## src/rtl/multibyte_register_pkg.sv

```systemverilog
// Shared types and helpers for the multibyte_register block.
package multibyte_register_pkg;

  localparam int BYTE_W = 8;

  typedef enum logic {
    READY = 1'b0,
    LOAD  = 1'b1
  } state_e;

  // Width of a lane index for a register of the given number of lanes.
  function automatic int ptr_width(input int bytes);
    return (bytes > 1) ? $clog2(bytes) : 1;
  endfunction

endpackage

```

## src/rtl/multibyte_register_ptr.sv

```systemverilog
// Loadable down-counter selecting the lane written by the next sequential byte.
module multibyte_register_ptr
  import multibyte_register_pkg::*;
#(
  parameter int BYTES = 2,
  parameter int PW    = ptr_width(BYTES)
) (
  input  logic          clock,
  input  logic          reset,
  input  logic          load,
  input  logic          dec_en,
  output logic [PW-1:0] ptr,
  output logic          terminal
);

  localparam logic [PW-1:0] C_TOP = PW'(BYTES - 1);
  localparam logic [PW-1:0] C_ONE = PW'(1);

  logic [PW-1:0] r_ptr;

  // Lane pointer: reload to the top lane, otherwise count down per accepted beat.
  always_ff @(posedge clock) begin
    if (!reset) begin
      r_ptr <= C_TOP;
    end else if (load) begin
      r_ptr <= C_TOP;
    end else if (dec_en) begin
      r_ptr <= r_ptr - C_ONE;
    end else begin
      r_ptr <= r_ptr;
    end
  end

  assign ptr      = r_ptr;
  assign terminal = (r_ptr == {PW{1'b0}});

endmodule

```

## src/rtl/multibyte_register.sv

```systemverilog
// Byte-loaded wide register: MSB-first sequential load, lane writes, increment with carry.
// Define MULTIBYTE_REGISTER_DECR_EN to add the decr input and decrement-with-borrow.
module multibyte_register
  import multibyte_register_pkg::*;
#(
  parameter int BYTES    = 2,
  parameter int INC_STEP = 1,
  localparam int W       = BYTES * BYTE_W,
  localparam int PW      = ptr_width(BYTES)
) (
  input  logic                       clock,
  input  logic                       reset,
  input  logic                       load_start,
  input  logic [BYTE_W-1:0]          byte_in,
  input  logic                       byte_valid,
  output logic                       byte_ready,
  input  logic                       byte_wr,
  input  logic [$clog2(BYTES)-1:0]   byte_sel,
  input  logic                       incr,
`ifdef MULTIBYTE_REGISTER_DECR_EN
  input  logic                       decr,
`endif
  output logic [W-1:0]               value_out,
  output logic                       value_valid,
  output logic                       busy,
  output logic                       carry_out
);

  localparam logic [W:0] C_STEP = (W + 1)'(INC_STEP);

  state_e        r_state;
  state_e        w_state_next;
  logic [W-1:0]  r_value;
  logic [W-1:0]  w_value_arith;
  logic [W-1:0]  w_value_next;
  logic          r_valid;
  logic          w_valid_next;
  logic          r_busy;
  logic          r_carry;
  logic          w_carry_next;
  logic          w_ready;
  logic          w_accept;
  logic [PW-1:0] w_ptr;
  logic          w_terminal;
  logic          w_lane_we;
  logic [PW-1:0] w_lane_idx;
  logic          w_do_inc;
  logic          w_do_dec;
  logic [W:0]    w_sum;
  logic [W:0]    w_diff;

`ifdef MULTIBYTE_REGISTER_DECR_EN
  assign w_do_inc = incr && !decr;
  assign w_do_dec = decr && !incr;
`else
  assign w_do_inc = incr;
  assign w_do_dec = 1'b0;
`endif

  // Top bit of the widened sum/difference is the carry/borrow.
  assign w_sum    = {1'b0, r_value} + C_STEP;
  assign w_diff   = {1'b0, r_value} - C_STEP;

  assign w_ready  = (r_state == LOAD) && !load_start;
  assign w_accept = w_ready && byte_valid;

  multibyte_register_ptr #(
    .BYTES (BYTES),
    .PW    (PW)
  ) u_ptr (
    .clock    (clock),
    .reset    (reset),
    .load     (load_start),
    .dec_en   (w_accept && !w_terminal),
    .ptr      (w_ptr),
    .terminal (w_terminal)
  );

  // Next-state and operation select in priority order.
  always_comb begin
    w_state_next  = r_state;
    w_valid_next  = r_valid;
    w_carry_next  = 1'b0;
    w_value_arith = r_value;
    w_lane_we     = 1'b0;
    w_lane_idx    = w_ptr;
    if (load_start) begin
      w_state_next = LOAD;
      w_valid_next = 1'b0;
    end else begin
      case (r_state)
        LOAD: begin
          if (byte_valid) begin
            w_lane_we = 1'b1;
            if (w_terminal) begin
              w_state_next = READY;
              w_valid_next = 1'b1;
            end else begin
              w_state_next = LOAD;
            end
          end else begin
            w_state_next = LOAD;
          end
        end
        READY: begin
          if (byte_wr) begin
            w_lane_we  = (int'(byte_sel) < BYTES);
            w_lane_idx = PW'(byte_sel);
          end else if (w_do_inc) begin
            w_value_arith = w_sum[W-1:0];
            w_carry_next  = w_sum[W];
          end else if (w_do_dec) begin
            w_value_arith = w_diff[W-1:0];
            w_carry_next  = w_diff[W];
          end else begin
            w_value_arith = r_value;
          end
        end
        default: begin
          w_state_next = READY;
        end
      endcase
    end
  end

  // Merge the selected lane write into the next value.
  always_comb begin
    w_value_next = w_value_arith;
    for (int i = 0; i < BYTES; i++) begin
      if (w_lane_we && (int'(w_lane_idx) == i)) begin
        w_value_next[i*BYTE_W +: BYTE_W] = byte_in;
      end else begin
        w_value_next[i*BYTE_W +: BYTE_W] = w_value_arith[i*BYTE_W +: BYTE_W];
      end
    end
  end

  // State register.
  always_ff @(posedge clock) begin
    if (!reset) begin
      r_state <= READY;
    end else begin
      r_state <= w_state_next;
    end
  end

  // Registered value and status outputs.
  always_ff @(posedge clock) begin
    if (!reset) begin
      r_value <= {W{1'b0}};
      r_valid <= 1'b1;
      r_busy  <= 1'b0;
      r_carry <= 1'b0;
    end else begin
      r_value <= w_value_next;
      r_valid <= w_valid_next;
      r_busy  <= (w_state_next == LOAD);
      r_carry <= w_carry_next;
    end
  end

  assign byte_ready  = w_ready;
  assign value_out   = r_value;
  assign value_valid = r_valid;
  assign busy        = r_busy;
  assign carry_out   = r_carry;

endmodule
```

## config.mk

```make
export PLATFORM = sky130hd
export DESIGN_NAME = multibyte_register
export DESIGN_NICKNAME = d
export VERILOG_FILES = /design/src/rtl/multibyte_register_pkg.sv /design/src/rtl/multibyte_register_ptr.sv /design/src/rtl/multibyte_register.sv
export SDC_FILE = /design/constraint.sdc
export NUM_CORES = 1
export LEC_CHECK = 0
export CORE_MARGIN = 2
export CORE_UTILIZATION = 60
export CTS_CLUSTER_SIZE = 10
export DETAILED_ROUTE_END_ITERATION = 10
export DONT_BUFFER_PORTS = 1
export PLACE_DENSITY = 0.76
export SLEW_MARGIN = 20
export SYNTH_ARGS = -nofsm -noshare
export SYNTH_HDL_FRONTEND = slang
export SYNTH_HIERARCHICAL = 1
export SYNTH_SLANG_ARGS = --single-unit
```

## constraint.sdc

```tcl
create_clock -name clock -period 2 [get_ports clock]
set_input_delay 0.1 -clock clock [delete_from_list [all_inputs] [get_ports clock]]
set_output_delay 0.1 -clock clock [all_outputs]
set_load 0.02 [all_outputs]
```

# Yosys cells after proc, flatten, opt, wreduce, memory -nomap -nowiden
# Cells that the tools add are included.
[word_totals]
register_bits = 20
inputBits = 15
out_inout_bits = 20
wordCells = 55
[classes]
addsub = 2
n_eq_ne = 7
muxes = 21
n_bitwise = 4
n_reduce_logical = 15
[op_table]
columns = ["cell", "n"]
rows = [
  ["16-bit two-way mux", 4],
  ["16-bit by 1-bit adder with 17-bit output (second input constant)", 1],
  ["8-bit two-way mux", 2],
  ["1-bit two-way mux", 14],
  ["2-bit by 1-bit inequality test with 1-bit output (second input constant)", 6],
  ["4-bit AND reduction", 2],
  ["2-bit nonzero test", 4],
  ["1-bit logical AND", 5],
  ["5-bit OR reduction", 1],
  ["1-bit NOT", 4],
  ["3-bit AND reduction", 1],
  ["2-bit inequality test (second input constant)", 1],
  ["1-bit one-hot mux with 2 select lines", 1],
  ["2-bit OR reduction", 1],
  ["1-bit logical NOT", 1],
  ["1-bit subtractor (second input constant)", 1],
]

# Logic depth before layout (Yosys ltp)
# Gate-level depths: netlist of the first run.
[depth]
ltp_word = 7
depth_mapped = 5
ltp_nobuf = 5

# By module
# Netlist of the first run, hierarchy kept.
[modules_own_cells]
columns = ["mod", "n_inst", "cells_each", "area_per_inst_um2", "seq_area_each_um2"]
rows = [
  ["multibyte_register", 1, 121, 1022.2, 380.4],
  ["multibyte_register_ptr", 1, 4, 40.0, 20.0],
]

# Worst setup path before layout of the first run
# Ideal clock, no wire load.
[synth_timing]
kind = "reg-to-reg"
startpoint = "reg r_value[0], in the netlist value_out[0]"
endpoint = "reg r_value[14], in the netlist value_out[14]"
setup_ns = 0.081
t_arrival_ns = 1.653
t_required_ns = 1.919
path_slack_ns = 0.266
stages_incl_launch_ff = 6
n_path_buf = 0
synth_period_minus_slack_ns = 1.734
path_cell_list = "dfxtp_1 > ha_1 > and3_1 > nand4_1 > or3b_2 > a41oi_1"
[synth_between]
elab_chain_cells = 6
[synth_rtl]
columns = ["item", "line_no", "text"]
rows = [
  ["start, declared", "multibyte_register.sv:33", "logic [W-1:0] r_value;"],
  ["start signal, assigned", "multibyte_register.sv:150", "r_value <= {W{1'b0}};"],
  ["start signal, assigned", "multibyte_register.sv:155", "r_value <= w_value_next;"],
  ["16-bit by 1-bit adder with 17-bit output", "multibyte_register.sv:61", "assign w_sum = {1'b0, r_value} + C_STEP;"],
  ["16-bit two-way mux", "multibyte_register.sv:109", "end else if (w_do_inc) begin"],
  ["16-bit two-way mux", "multibyte_register.sv:106", "if (byte_wr) begin"],
  ["16-bit two-way mux", "multibyte_register.sv:91", "case (r_state)"],
  ["16-bit two-way mux", "multibyte_register.sv:87", "if (load_start) begin"],
  ["8-bit two-way mux", "multibyte_register.sv:130", "if (w_lane_we && (int'(w_lane_idx) == i)) begin"],
]
# No other way between the ends. The select of a mux whose other input is x is not followed.
# A chain may end at the register's enable or synchronous reset.

==> metrics.md, run 1 <==
| Metric | Value |
|---|---|
| Outcome | completed |
| Routed Antenna Nets | 0 |
| Critical path class | flop to flop |
| Crit-path max FO | 10 |
| Non-filler instance count after layout | approximately 170 |
| Clock latency on the worst-skew pair | 0.31 ns |
| Power Density | 609 mW/mm^2 |
| First-pass GRT wire length | 4600 um |
| Synth Cell Area | 0.00106 sq mm |
| CTS tree | built |
| Commonest non-fill, non-tap cell in the layout | dfxtp_1 |
| Commonest cells after routing, fill and taps aside | dfxtp_1 (20), buf_4 (14), nand3_1 (13), dlygate4sd3_1 (13), nand2_1 (10) |
| P&R area growth vs syn | 25.9% |
| Max Cap Violations | 0 |
| Setup WS pre-CTS | 0.272 ns |
| Total grt overflow | 0 |
| Wire length per cell | 16.7 um |
| Syn_nets | 141 |
| #FFs+latches synth | 20 |
| Input/output buffers | 0 |
| Final Skew | 0.00272 ns |
| # nets final | around 170 |
| Setup bufs post-CTS | 0 |
| Post-CTS Resized | 0 |
| Via Count | 1,145 |
| Die W | 46.1 um |
| Layout cells sized above 1 | 14.5% |
| Asr flop ratio synth | 0% |
| Slew Limit Fails | 0 |
| RSZ-0062 raised after global routing | no |
| Clock-pin slew on the worst setup and hold paths | between 0.1 and 0.15 ns |
| Vias per cell | 6.78 |
| Tot GR Track Use | 30.6% |
| Initial antenna violation count | 0 |
| Synth unique cells | 34 |
| Period utilization | 93.6% |
| Avg Cell Area, Syn | ~8.5 sq um |
| Pleak | 0.000504 uW |
| Fin crit period | about 1.9 ns |
| Placed Instances | roughly 150 |
| Slew @ Worst Pin | 0.582 ns |
| Crit path DAT | 2.11 ns |
| Drt drc | 0 |
| Setup TNS | 0 ns |
| Antenna diodes | 0 |
| Fmax | 534 MHz |
| Clk root buf | clkbuf_4 |
| CP Launch Type | flop |
| Final WL | 2830 um |
| IO Pins | 35 |
| Worst endpoint required time | 2.24 ns |
| Max Buffers Root-to-Sink | 2 |
| GP Congestion | 0.903 |
| Worst Setup End Kind | flop |
| Slew margin rel. | between 60% and 70% |
| # setup viols final | 0 |
| Cells after Synth | 125 |
| Die area | about 0.0021 sq mm |
| CTS sink count | 20 |
| Starting Density | 62.9% |
| Placed Area | 0.00117 sq mm |
| Cell row count | 15 |
| Vias in the first global route | 1,025 |
| Max VDD drop | 592 uV |
| Die H | 46.1 um |
| Design area | around 0.0013 sq mm |
| Total CTS buffers | 3 |
| DRT iter0 DRCs | 36 |
| Sequential area share after synthesis | 37.7% |
| Post-synth EDFFs | 0 |
| Depth of the CTS H-tree | 1 |
| Hpwl dp | 2010 um |
| FF-to-FF setup slack | between 0.1 and 0.15 ns |
| Primary FF master, synth | dfxtp_1 |
| Fin. Hold Viols | 0 |
| Worst setup margin | 0.129 ns |
| DRT Pass-1 Iters | 6 |
| Hold WC Path Type | input pin to flop |
| YS warnings | 6 |
| Core area | about 0.0017 sq mm |
| Largest net degree at the start of global routing | 17 |
[critical path, cell delays in order (launching register included)]
cell     delay (ns)
dfxtp_1        0.41
nor4b_4        0.48
nand3_1        0.28
or3_1          0.42
a31oi_1        0.20
[logic make-up after synthesis]
group | count (synthesis) | synth area share (%)
adders and majority gates | 1 | 1.18
DFF | 20 | 37.7
muxes | 1 | 0.942
AOI/OAI and AO/OA | 34 | 21.6
xor gates and xnor gates | 4 | 3.30
buffers and inverters | 7 | 2.71
and+or+nand+nor | 58 | 32.6
[per-layer routing]
| metal | track usage (%) | share of wire [%] | vias to the layer above |
|---|---|---|---|
| met5 | 0 | 0 | - |
| li1 | - | - | 541 |
| met3 | 6.67 | 9.8 | 7 |
| met4 | 10.3 | 1.6 | 0 |
| met1 | 39.6 | 39 | 538 |
| met2 | 50.0 | 49 | 59 |
[per-stage QoR]
| step | hold slack, ns | utilization [%] | power, uW |
|---|---|---|---|
| after floorplan | 0.176 | - | 520 |
| after global placement | 0.178 | 69.3 | 551 |
| after detailed placement | 0.188 | 69.3 | 555 |
| after CTS | 0.00125 | 78.6 | 818 |
| after global routing | 0.102 | 79.2 | 846 |
| final | 0.0680 | 79.2 | 814 |
[registers in the layout (all words and copies together), names as in the netlist]
| name | flops |
|---|---|
| carry_out | 1 |
| busy | 1 |
| u_ptr/ptr | 1 |
| value_out | 16 |
| value_valid | 1 |
[final timing paths]
path / from / end / cells after the start
worst max-delay path: busy / value_out[12] / 4
worst min-delay path: load_start / value_out[7] / 3
worst max register to register: busy / value_out[12] / 4
worst min register to register: value_out[10] / value_out[10] / 2
[cell type report]
type	count	area, sq um
Clock buffer	4	36.3
Inverter	3	11.3
Timing Repair Buffer	27	235
Tap cell	17	21.3
Multi-Input combinational cell	98	633
Fill cell	131	352
Sequential cell	20	400
[synth_stat cells (4+ instances only)]
library cell / number / share of area [%]
dfxtp_1: 20 / 38
a2bb2oi_1: 6 / 4.9
nand4_1: 7 / 4.1
a211oi_1: 4 / 2.8
nand2_1: 10 / 3.5
nor2_1: 5 / 1.8
nand3b_1: 4 / 2.8
and3_1: 4 / 2.4
a21oi_1: 9 / 4.2
nand3_1: 13 / 6.1
a31oi_1: 6 / 3.5
[what timing repair did]
action / 4_1_cts / 5_1_grt
endpoints found under the setup margin: 0 / 0
endpoints found under the hold margin: 19 / 1
hold buffers: 12 / 1
[where the power goes]
group | internal, uW | switching [uW]
clock network | 111 | 131
logic | 61.3 | 68.3
registers | 416 | 25.1
total | 589 | 225
Note: power is estimated with default switching activity, not from simulation.
==> inputs of run 2 (changes only) <==
--- a/config.mk
+++ b/config.mk
@@ -10,6 +10,7 @@
 export CTS_CLUSTER_SIZE = 10
 export DETAILED_ROUTE_END_ITERATION = 10
 export DONT_BUFFER_PORTS = 1
+export HOLD_SLACK_MARGIN = 0.15
 export PLACE_DENSITY = 0.76
 export SLEW_MARGIN = 20
 export SYNTH_ARGS = -nofsm -noshare
==> metrics.md, run 2 (same netlist as run 1, synthesis figures left out) <==
| Metric | Value |
|---|---|
| Power Density | 601 mW/mm^2 (-1.3%) |
| Slew Limit Fails | 0 (unchanged) |
| Input/output buffers | 0 (unchanged) |
| DRT Pass-1 Iters | 4 (-2) |
| Worst R2R Path Depth | 4 (unchanged) |
| Final core utilization | 80.7% (+1.5 points) |
| CTS sink count | 20 (unchanged) |
| CTS tree | built |
| Final WL | 2930 um (+3.7%) |
| Die H | 46.1 um (unchanged) |
| Commonest non-fill, non-tap cell in the layout | dfxtp_1 |
| Fmax | 538 MHz (+0.67%) |
| Setup TNS | 0 ns (unchanged) |
| Core area | 0.00169 sq mm (unchanged) |
| Initial antenna violation count | 0 (unchanged) |
| Drt drc | 0 (unchanged) |
| Reg2reg end | value_out[12] |
| GP Congestion | 0.903 (unchanged) |
| FF-to-FF setup slack | 0.20 ns (+0.07 ns) |
| Clock-pin slew on the worst setup and hold paths | 0.11 ns (about the same) |
| Hold path cells | 2 (-1) |
| Cell row count | 15 (unchanged) |
| Die W | 46.1 um (unchanged) |
| Setup WS pre-CTS | 0.272 ns (unchanged) |
| Die area | 0.00212 sq mm (unchanged) |
| Worst Setup End Kind | flop |
| Total grt overflow | 0 (unchanged) |
| Clock latency on the worst-skew pair | 0.31 ns (about the same) |
| Worst r2r src | busy |
| CP Launch Type | input pin |
| Crit path DAT | 2.09 ns (-0.02 ns) |
| Starting Density | 62.9% (unchanged) |
| Layout cells sized above 1 | 15.5% (+1.0 points) |
| DRT iter0 DRCs | 41 (+14%) |
| Fin crit period | 1.86 ns (-0.0124 ns) |
| Period utilization | 92.9% (-0.62 points) |
| Max Cap Violations | 0 (unchanged) |
| Slew @ Worst Pin | 0.596 ns (+0.0138 ns) |
| Crit-path max FO | 8 (-2) |
| Antenna diodes | 0 (unchanged) |
| Worst setup margin | 0.141 ns (+0.0124 ns) |
| Commonest cells after routing, fill and taps aside | dfxtp_1 (20), buf_4 (16), dlygate4sd3_1 (14) |
| Final Skew | 0.00103 ns (-0.00169 ns) |
| Post-CTS Resized | 0 (unchanged) |
| Critical path class | input pin to flop |
| Vias in the first global route | 1,052 (+2.6%) |
| P&R area growth vs syn | 28.3% |
| Hold Startpoint | reset |
| IO Pins | 35 (unchanged) |
| Worst endpoint required time | 2.24 ns (about the same) |
| Largest register FFs | 16 (unchanged) |
| First-pass GRT wire length | 4660 um (+1.2%) |
| Max Buffers Root-to-Sink | 2 (unchanged) |
| Fin. Hold Viols | 0 (unchanged) |
| Clk root buf | clkbuf_4 |
| Hold WC Path Type | input pin to flop |
| Total CTS buffers | 3 (unchanged) |
| Vias per cell | 6.73 (-0.63%) |
| RSZ-0062 raised after global routing | no |
| Wire length per cell | 17.1 um (+1.9%) |
| Routed Antenna Nets | 0 (unchanged) |
| Tot GR Track Use | 30.9% (+0.32 points) |
| Outcome | completed |
| Pleak | 0.000516 uW (+2.4%) |
| Depth of the CTS H-tree | 1 (unchanged) |
| # nets final | 172 (+1.8%) |
| Hpwl dp | 2010 um (unchanged) |
| Max VDD drop | 591 uV (about the same) |
| Via Count | 1,158 (+1.1%) |
| Slew margin rel. | 60.3% (-0.92 points) |
| Largest net degree at the start of global routing | 17 (unchanged) |
| Hold EP | busy |
| # setup viols final | 0 (unchanged) |
## run 2: cell count changes in the layout (fill, tap and decap cells not counted)
cell / before / now
dlygate4sd3_1: 13 / 14
buf_4: 14 / 16
## run 2: power by group
part / total [uW] / internal, uW / switching [uW]
sequential: 442 / 416 / 25.6
combinational: 135 / 63.4 / 72.0
clock: 241 / 111 / 130
## run 2: repair_timing
action                                  in CTS  in global routing
buffers inserted                             0                  2
hold endpoints to repair                    20                  0
hold buffers                                14                  0
endpoints found under the setup margin       0                  1
## run 2: layer usage
layer / up-vias / global-route usage (%) / share of wire, %
li1: 548 / - / -
met1: 545 / 38.4 / 42
met2: 58 / 50.0 / 50
met3: 7 / 8.63 / 7.4
met4: 0 / 12.6 / 1.3
met5: - / 0 / 0
## run 2: area by class of cell
| type | count | area (sq um) |
|---|---|---|
| sequential | 20 | 400 |
| clock buffer | 4 | 36.3 |
| tap | 17 | 21.3 |
| multi-input combinational | 98 | 633 |
| inverter | 3 | 11.3 |
| timing repair buffer | 30 | 260 |
| fill | 124 | 327 |
## run 2: how the worst max path moves through the flow
stage                       from       endpoint  slack [ns]  cells after the start
floorplan           value_out[0]  value_out[14]        0.27                      5
global placement            busy  value_out[12]        0.31                      4
detailed placement          busy  value_out[12]        0.27                      4
CTS                   load_start  value_out[13]        0.18                      5
global route          load_start  value_out[12]        0.05                      5
finish                load_start  value_out[12]        0.14                      5
## run 2: through the flow
stage,power (uW),instances,cell area [sq um],hold slack (ns)
3_5_place_dp,555,152,1170,0.188
4_1_cts,823,170,1350,0.171
2_1_floorplan,520,125,1060,0.176
3_3_place_gp,551,152,1170,0.178
5_1_grt,855,172,1360,0.185
6_report,819,172,1360,0.179
## run 2: worst max-delay path, stage by stage
cell and delay (ns):
dlygate4sd3_1 0.64, nor4b_4 0.47, nand3_1 0.26, or3_1 0.42, a31oi_1 0.21
